===== src/rtl/hit_source.sv =====
// hit_source: player damage producer. Samples sprite/projectile overlap once per
// frame tick and drives the `hit` level to the health bar. It also provides an
// invulnerability cooldown and a one-Clk projectile despawn pulse.
// Optional feature macro: HIT_SOURCE_SHIELD_EN. When it is defined, the block adds
// the `shield` input and the `block_count` output.
module hit_source #(
    parameter int unsigned COORD_W         = 10,
    parameter int unsigned PLAYER_SIZE     = 32,
    parameter int unsigned PROJ_SIZE       = 8,
    parameter int unsigned HOLD_FRAMES     = 4,
    parameter int unsigned COOLDOWN_FRAMES = 30
) (
    input  logic               Clk,
    input  logic               Reset,
    input  logic               frame_clk,
    input  logic [COORD_W-1:0] player_x,
    input  logic [COORD_W-1:0] player_y,
    input  logic [COORD_W-1:0] proj_x,
    input  logic [COORD_W-1:0] proj_y,
    input  logic               proj_active,
`ifdef HIT_SOURCE_SHIELD_EN
    input  logic               shield,
    output logic [7:0]         block_count,
`endif
    output logic               hit,
    output logic               invuln,
    output logic               proj_consume,
    output logic [7:0]         hit_count
);

    localparam int unsigned CW    = COORD_W + 1;
    localparam int unsigned FRM_W = 8;
    localparam int unsigned CNT_W = 8;

    typedef enum logic [1:0] {
        ST_IDLE     = 2'd0,
        ST_ASSERT   = 2'd1,
        ST_COOLDOWN = 2'd2
    } state_t;

    state_t           state, state_nxt;
    logic [FRM_W-1:0] frm, frm_nxt;
    logic             hit_nxt, invuln_nxt, consume_nxt;
    logic [CNT_W-1:0] count_nxt;
`ifdef HIT_SOURCE_SHIELD_EN
    logic [CNT_W-1:0] block_nxt;
`endif

    logic fs1, fs2, fs3, tick;
    logic [CW-1:0] px, py, qx, qy;
    logic overlap_c;
    logic qualify_c;

    // Bring the raw vsync into the Clk domain and turn its rising edge into a one-Clk tick.
    always_ff @(posedge Clk or posedge Reset) begin
        if (Reset) begin
            fs1  <= 1'b0;
            fs2  <= 1'b0;
            fs3  <= 1'b0;
            tick <= 1'b0;
        end else begin
            fs1  <= frame_clk;
            fs2  <= fs1;
            fs3  <= fs2;
            tick <= fs2 & ~fs3;
        end
    end

    // Widen the coordinates by one bit so that position + size never wraps.
    assign px = CW'(player_x);
    assign py = CW'(player_y);
    assign qx = CW'(proj_x);
    assign qy = CW'(proj_y);

    // Strict box intersection: boxes that only touch at an edge do not overlap.
    assign overlap_c = (px < qx + CW'(PROJ_SIZE))   && (qx < px + CW'(PLAYER_SIZE)) &&
                       (py < qy + CW'(PROJ_SIZE))   && (qy < py + CW'(PLAYER_SIZE));

    assign qualify_c = tick & proj_active & overlap_c;

    // Next-state, frame counter and next values for the registered outputs.
    always_comb begin
        state_nxt   = state;
        frm_nxt     = frm;
        consume_nxt = 1'b0;
        count_nxt   = hit_count;
`ifdef HIT_SOURCE_SHIELD_EN
        block_nxt   = block_count;
`endif
        case (state)
            ST_IDLE: begin
                if (qualify_c) begin
                    consume_nxt = 1'b1;
`ifdef HIT_SOURCE_SHIELD_EN
                    if (shield) begin
                        if (block_count != 8'hFF) begin
                            block_nxt = block_count + 8'd1;
                        end
                    end else begin
                        state_nxt = ST_ASSERT;
                        frm_nxt   = '0;
                        if (hit_count != 8'hFF) begin
                            count_nxt = hit_count + 8'd1;
                        end
                    end
`else
                    state_nxt = ST_ASSERT;
                    frm_nxt   = '0;
                    if (hit_count != 8'hFF) begin
                        count_nxt = hit_count + 8'd1;
                    end
`endif
                end
            end
            ST_ASSERT: begin
                if (tick) begin
                    if (frm == FRM_W'(HOLD_FRAMES - 1)) begin
                        state_nxt = ST_COOLDOWN;
                        frm_nxt   = '0;
                    end else begin
                        frm_nxt = frm + 8'd1;
                    end
                end
            end
            ST_COOLDOWN: begin
                if (tick) begin
                    if (frm == FRM_W'(COOLDOWN_FRAMES - 1)) begin
                        state_nxt = ST_IDLE;
                        frm_nxt   = '0;
                    end else begin
                        frm_nxt = frm + 8'd1;
                    end
                end
            end
            default: begin
                state_nxt = ST_IDLE;
                frm_nxt   = '0;
            end
        endcase
        hit_nxt    = (state_nxt == ST_ASSERT);
        invuln_nxt = (state_nxt == ST_COOLDOWN);
    end

    // State, frame counter and Moore outputs, all cleared immediately by Reset.
    always_ff @(posedge Clk or posedge Reset) begin
        if (Reset) begin
            state        <= ST_IDLE;
            frm          <= '0;
            hit          <= 1'b0;
            invuln       <= 1'b0;
            proj_consume <= 1'b0;
            hit_count    <= '0;
`ifdef HIT_SOURCE_SHIELD_EN
            block_count  <= '0;
`endif
        end else begin
            state        <= state_nxt;
            frm          <= frm_nxt;
            hit          <= hit_nxt;
            invuln       <= invuln_nxt;
            proj_consume <= consume_nxt;
            hit_count    <= count_nxt;
`ifdef HIT_SOURCE_SHIELD_EN
            block_count  <= block_nxt;
`endif
        end
    end

endmodule


===== config.mk =====
export PLATFORM = sky130hd
export DESIGN_NAME = hit_source
export DESIGN_NICKNAME = d
export VERILOG_FILES = /design/src/rtl/hit_source.sv
export SDC_FILE = /design/constraint.sdc
export NUM_CORES = 1
export LEC_CHECK = 0
export CORE_MARGIN = 1
export CORE_UTILIZATION = 35
export CTS_BUF_LIST = sky130_fd_sc_hd__clkbuf_8
export CTS_CLUSTER_SIZE = 8
export DETAILED_ROUTE_END_ITERATION = 6
export PLACE_DENSITY_LB_ADDON = 0.25
export SYNTH_ARGS = -nofsm -noshare
export SYNTH_HDL_FRONTEND = slang
export SYNTH_SLANG_ARGS = --single-unit

===== constraint.sdc =====
create_clock -name Clk -period 3.05 [get_ports Clk]
set_input_delay 0.305 -clock Clk [delete_from_list [all_inputs] [get_ports Clk]]
set_output_delay 0.305 -clock Clk [all_outputs]
set_load 0.02 [all_outputs]

==> metrics.yaml <==
fp.dieArea_um2: 7543
worst-setup-path-type: "input port to flip-flop"
wirelength_um: 5659
syn-mean-instance-area_um2: 8.750
smallest_hold_slack_ns: 0.3618
place.detailed.instances: 462
synth_cell_type_count: 41
p_total_mw: 1.027
fraction_of_synthesized_area_in_multiplexers: 0.008937
route.detailed.wl_per_inst_um: 12.14
synth_cell_area_um2: 2520
cts_resized: 0
fillerInstances: 696
intPower_mw: 0.6644
numCtsBuffers: 3
dominant_combinational_cell_family_by_area_after_synthesis: "adder cells"
net_count_reported_at_finish: 462
clock_power_share: 0.198
fp.dieH_um: 86.85
initial_core_util: 0.3668
max_cap_viol_count: 0
worstReg2RegStart: "frm[6]$_DFFE_PP0P_"
port_buffers: 54
final_critical_path_setup_slack_ns: 0.2089
global_route_total_usage_across_every_layer: 0.1538
die_width_um: 86.85
crit_start: "proj_y[3]"
tns_ns: 0
start_kind: "input port"
crit_path_cell_trace: "clkdlybuf4s50_1 -> ha_1 -> xnor2_1 -> ha_1 -> nand2_1 -> nor3b_1 -> a21oi_1 -> o32a_1 -> and4_1 -> nand3_1 -> mux2_2"
multi_input_comb_area_um2: 1778
critical_path_buf_inv_count: 1
post_synth_and_or_nand_nor_area_fraction: 0.1951
grt_antenna_before_repair: 0
setup_repair_after_global_routing_missed_its_margin: "no"
num_antenna_cells: 0
avgViaCountPerCell: 4.955
yosys_most_used_dff: "dfrtp_1"
post-cts-setup-buffers: 0
synthAdderAreaFrac: 0.2334
setup.worst_path.end_class: "flip-flop"
setup-violations-final: 0
vias_in_the_first_global_route: 2284
worst-endpoint-arrival_ns: 3.01
placementRows: 30
cts_sink_count: 25
dp_hpwl_um: 4590
timing.hold.worst.class: "flip-flop to flip-flop"
drt_first_pass_iters: 4
clock_tree.htree_level_count: 1
biggestRegsByFlops: "frm (8), hit_count (8), state (2)"
synth_async_sr_flop_share: 1.000
dr.first_iter.drc_count: 44
seqPwrFrac: 0.373
place.gp.congestion: 0.7935
peakVddDrop_uv: 294.7
p_leak_nw: 1.556
worst_clock_skew_ns: 0.002038
outcome: "completed"
critical-path-top-delay-family: "simple AND/OR/NAND/NOR gates"
detail_route.drc_violations: 0
cts_tree: "done"
synth_enable_flop_cells: 0
layout.cells.non_filler: 466
io_pins: 55
syn-num-nets: 379
xor_and_xnor_area_share_after_synthesis: 0.07299
timing.final.max_slew_violations: 0
tightestPinTransition_ns: 0.9592
final_antenna_net_count: 0
max-slew-margin-rel: 0.3598
worst_path_fanout_max: 5
crit_path_max_incr_delay_ns: 0.49
proportion_of_layout_cells_with_a_drive_suffix_above_1: 0.1162
cts.path.max_buffers: 2
register_area_um2: 625.6
area_growth_syn_to_layout_pct: 35.50
ctsRootBufferMaster: "clkbuf_8"
hp-start: "fs1$_DFF_PP0_"
postCtsHoldBufs: 0
yosys_warnings: 0
critical-path-top-cell-by-count: "ha_1"
grt_max_degree: 26
power_density_nw_per_um2: 300.6
synth_cells: 288
final_hold_viol_count: 0
worst_ep_required_time_ns: 3.22
synth_compound_gate_area_share: 0.1931
via_total_after_detailed_routing: 2309
grt_remaining_overflow: 0
place_worst_setup_slack_ns: -0.1244
clkLatencyLatePin_ns: 0.27
cts.clk_slew.worst_paths_ns: 0.09
synth_seq_cells: 25
p_sw_mw: 0.3621
combPwrFrac: 0.429
final_util: 0.4971
seq_area_frac_synth: 0.2483
cpMaxStageDelayCell: "clkdlybuf4s50_1"
max_freq_mhz: 352.0
netSwitchingFraction: 0.3527
finalWorstPathRequiredPeriod_ns: 2.841
global_route_wire_length_before_repair_um: 9501
place_area_um2: 3363
final_cell_area_um2: 3415
core_um2: 6869
final_min_period_over_clock_period: 0.9315
-- Yosys cell counts, drive strengths merged, types with 3 or more instances --
cell type	n	area (µm²)
o21ai	20	103.9
ha	47	588.1
nand3	23	115.1
xnor2	11	96.34
nand2b	3	18.77
a21oi	20	100.1
a211o	3	26.28
nand2	20	75.07
and3	10	62.56
inv	27	101.4
a41oi	3	45.05
nor2b	5	31.28
o31ai	11	107.6
xor2	10	87.58
dfrtp	25	625.6
nor2	14	52.55
nand4	10	62.56
-- worst paths after layout --
kind                                             to  slack (ns)  depth (start not counted)
hold reg to reg                       fs2$_DFF_PP0_        0.36                          0
hold / removal                        fs2$_DFF_PP0_        0.36                          0
max in group asynchronous        frm[7]$_DFFE_PP0P_        1.92                          2
setup reg to reg                 frm[4]$_DFFE_PP0P_        0.70                          7
setup / recovery           hit_count[1]$_DFFE_PP0P_        0.21                         11
min in group asynchronous  hit_count[5]$_DFFE_PP0P_        0.54                          2
-- placed cells by master (no fill, tap or decap), types with 2 or more instances in the layout --
cell              n
clkbuf_8          3
nand3_1          23
a31oi_1           2
a211o_1           3
nor2_1           14
o21ai_0          14
a41oi_1           2
and4_1            2
mux2_2            2
o31ai_1           6
nand2b_1          3
xor2_1           10
dfrtp_1          25
nand2_1          20
o21ai_1           5
buf_4            27
clkdlybuf4s50_1  54
a21boi_0          2
xnor2_1          11
nand4_1          10
and3_1           10
a21oi_1          20
nor2b_1           5
inv_1            27
o32a_1            2
ha_1             47
o31ai_2           5
-- area by class of cell --
type	count	share of cell area
Clock inverter	1	0.001466
Multi-Input combinational cell	233	0.5207
Timing Repair Buffer	81	0.2177
Inverter	27	0.02968
Sequential cell	25	0.1832
Tap cell	96	0.03518
Clock buffer	3	0.01209
-- routing by layer --
layer / routed length, µm / part of all wire / vias up / track usage
met5: 0 / 0 / - / 0
met4: 19 / 0.0034 / 0 / 0.03182
met3: 151 / 0.027 / 2 / 0.01043
met2: 2559 / 0.45 / 37 / 0.2699
met1: 2930 / 0.52 / 1056 / 0.2076
li1: - / - / 1214 / -
-- kinds of logic (layout without fill, tap and decap cells) --
family | count (synthesis) | count (layout)
and+or+nand+nor | 94 | 94
AOI/OAI and AO/OA | 69 | 69
adders and majority gates | 47 | 47
buffers and inverters | 30 | 112
DFF | 25 | 25
xor gates and xnor gates | 21 | 21
muxes | 2 | 2
-- worst reg2reg max path, stage by stage, from the launching register on --
cell and delay, ns:
dfrtp_1 0.42, or3_1 0.40, nor4b_1 0.51, o22ai_1 0.20, nand2_1 0.23, nor2_1 0.08, o31ai_1 0.27, o31ai_2 0.11
-- power by group through the flow --
stage               clock network, mW  registers [mW]  logic, mW
finish                          0.203           0.383      0.441
global route                    0.220           0.389      0.493
CTS                             0.206           0.383      0.445
detailed placement                  0           0.390      0.441
global placement                    0           0.388      0.434
floorplan                           0           0.404      0.225
(Power assumes the default switching activity.)
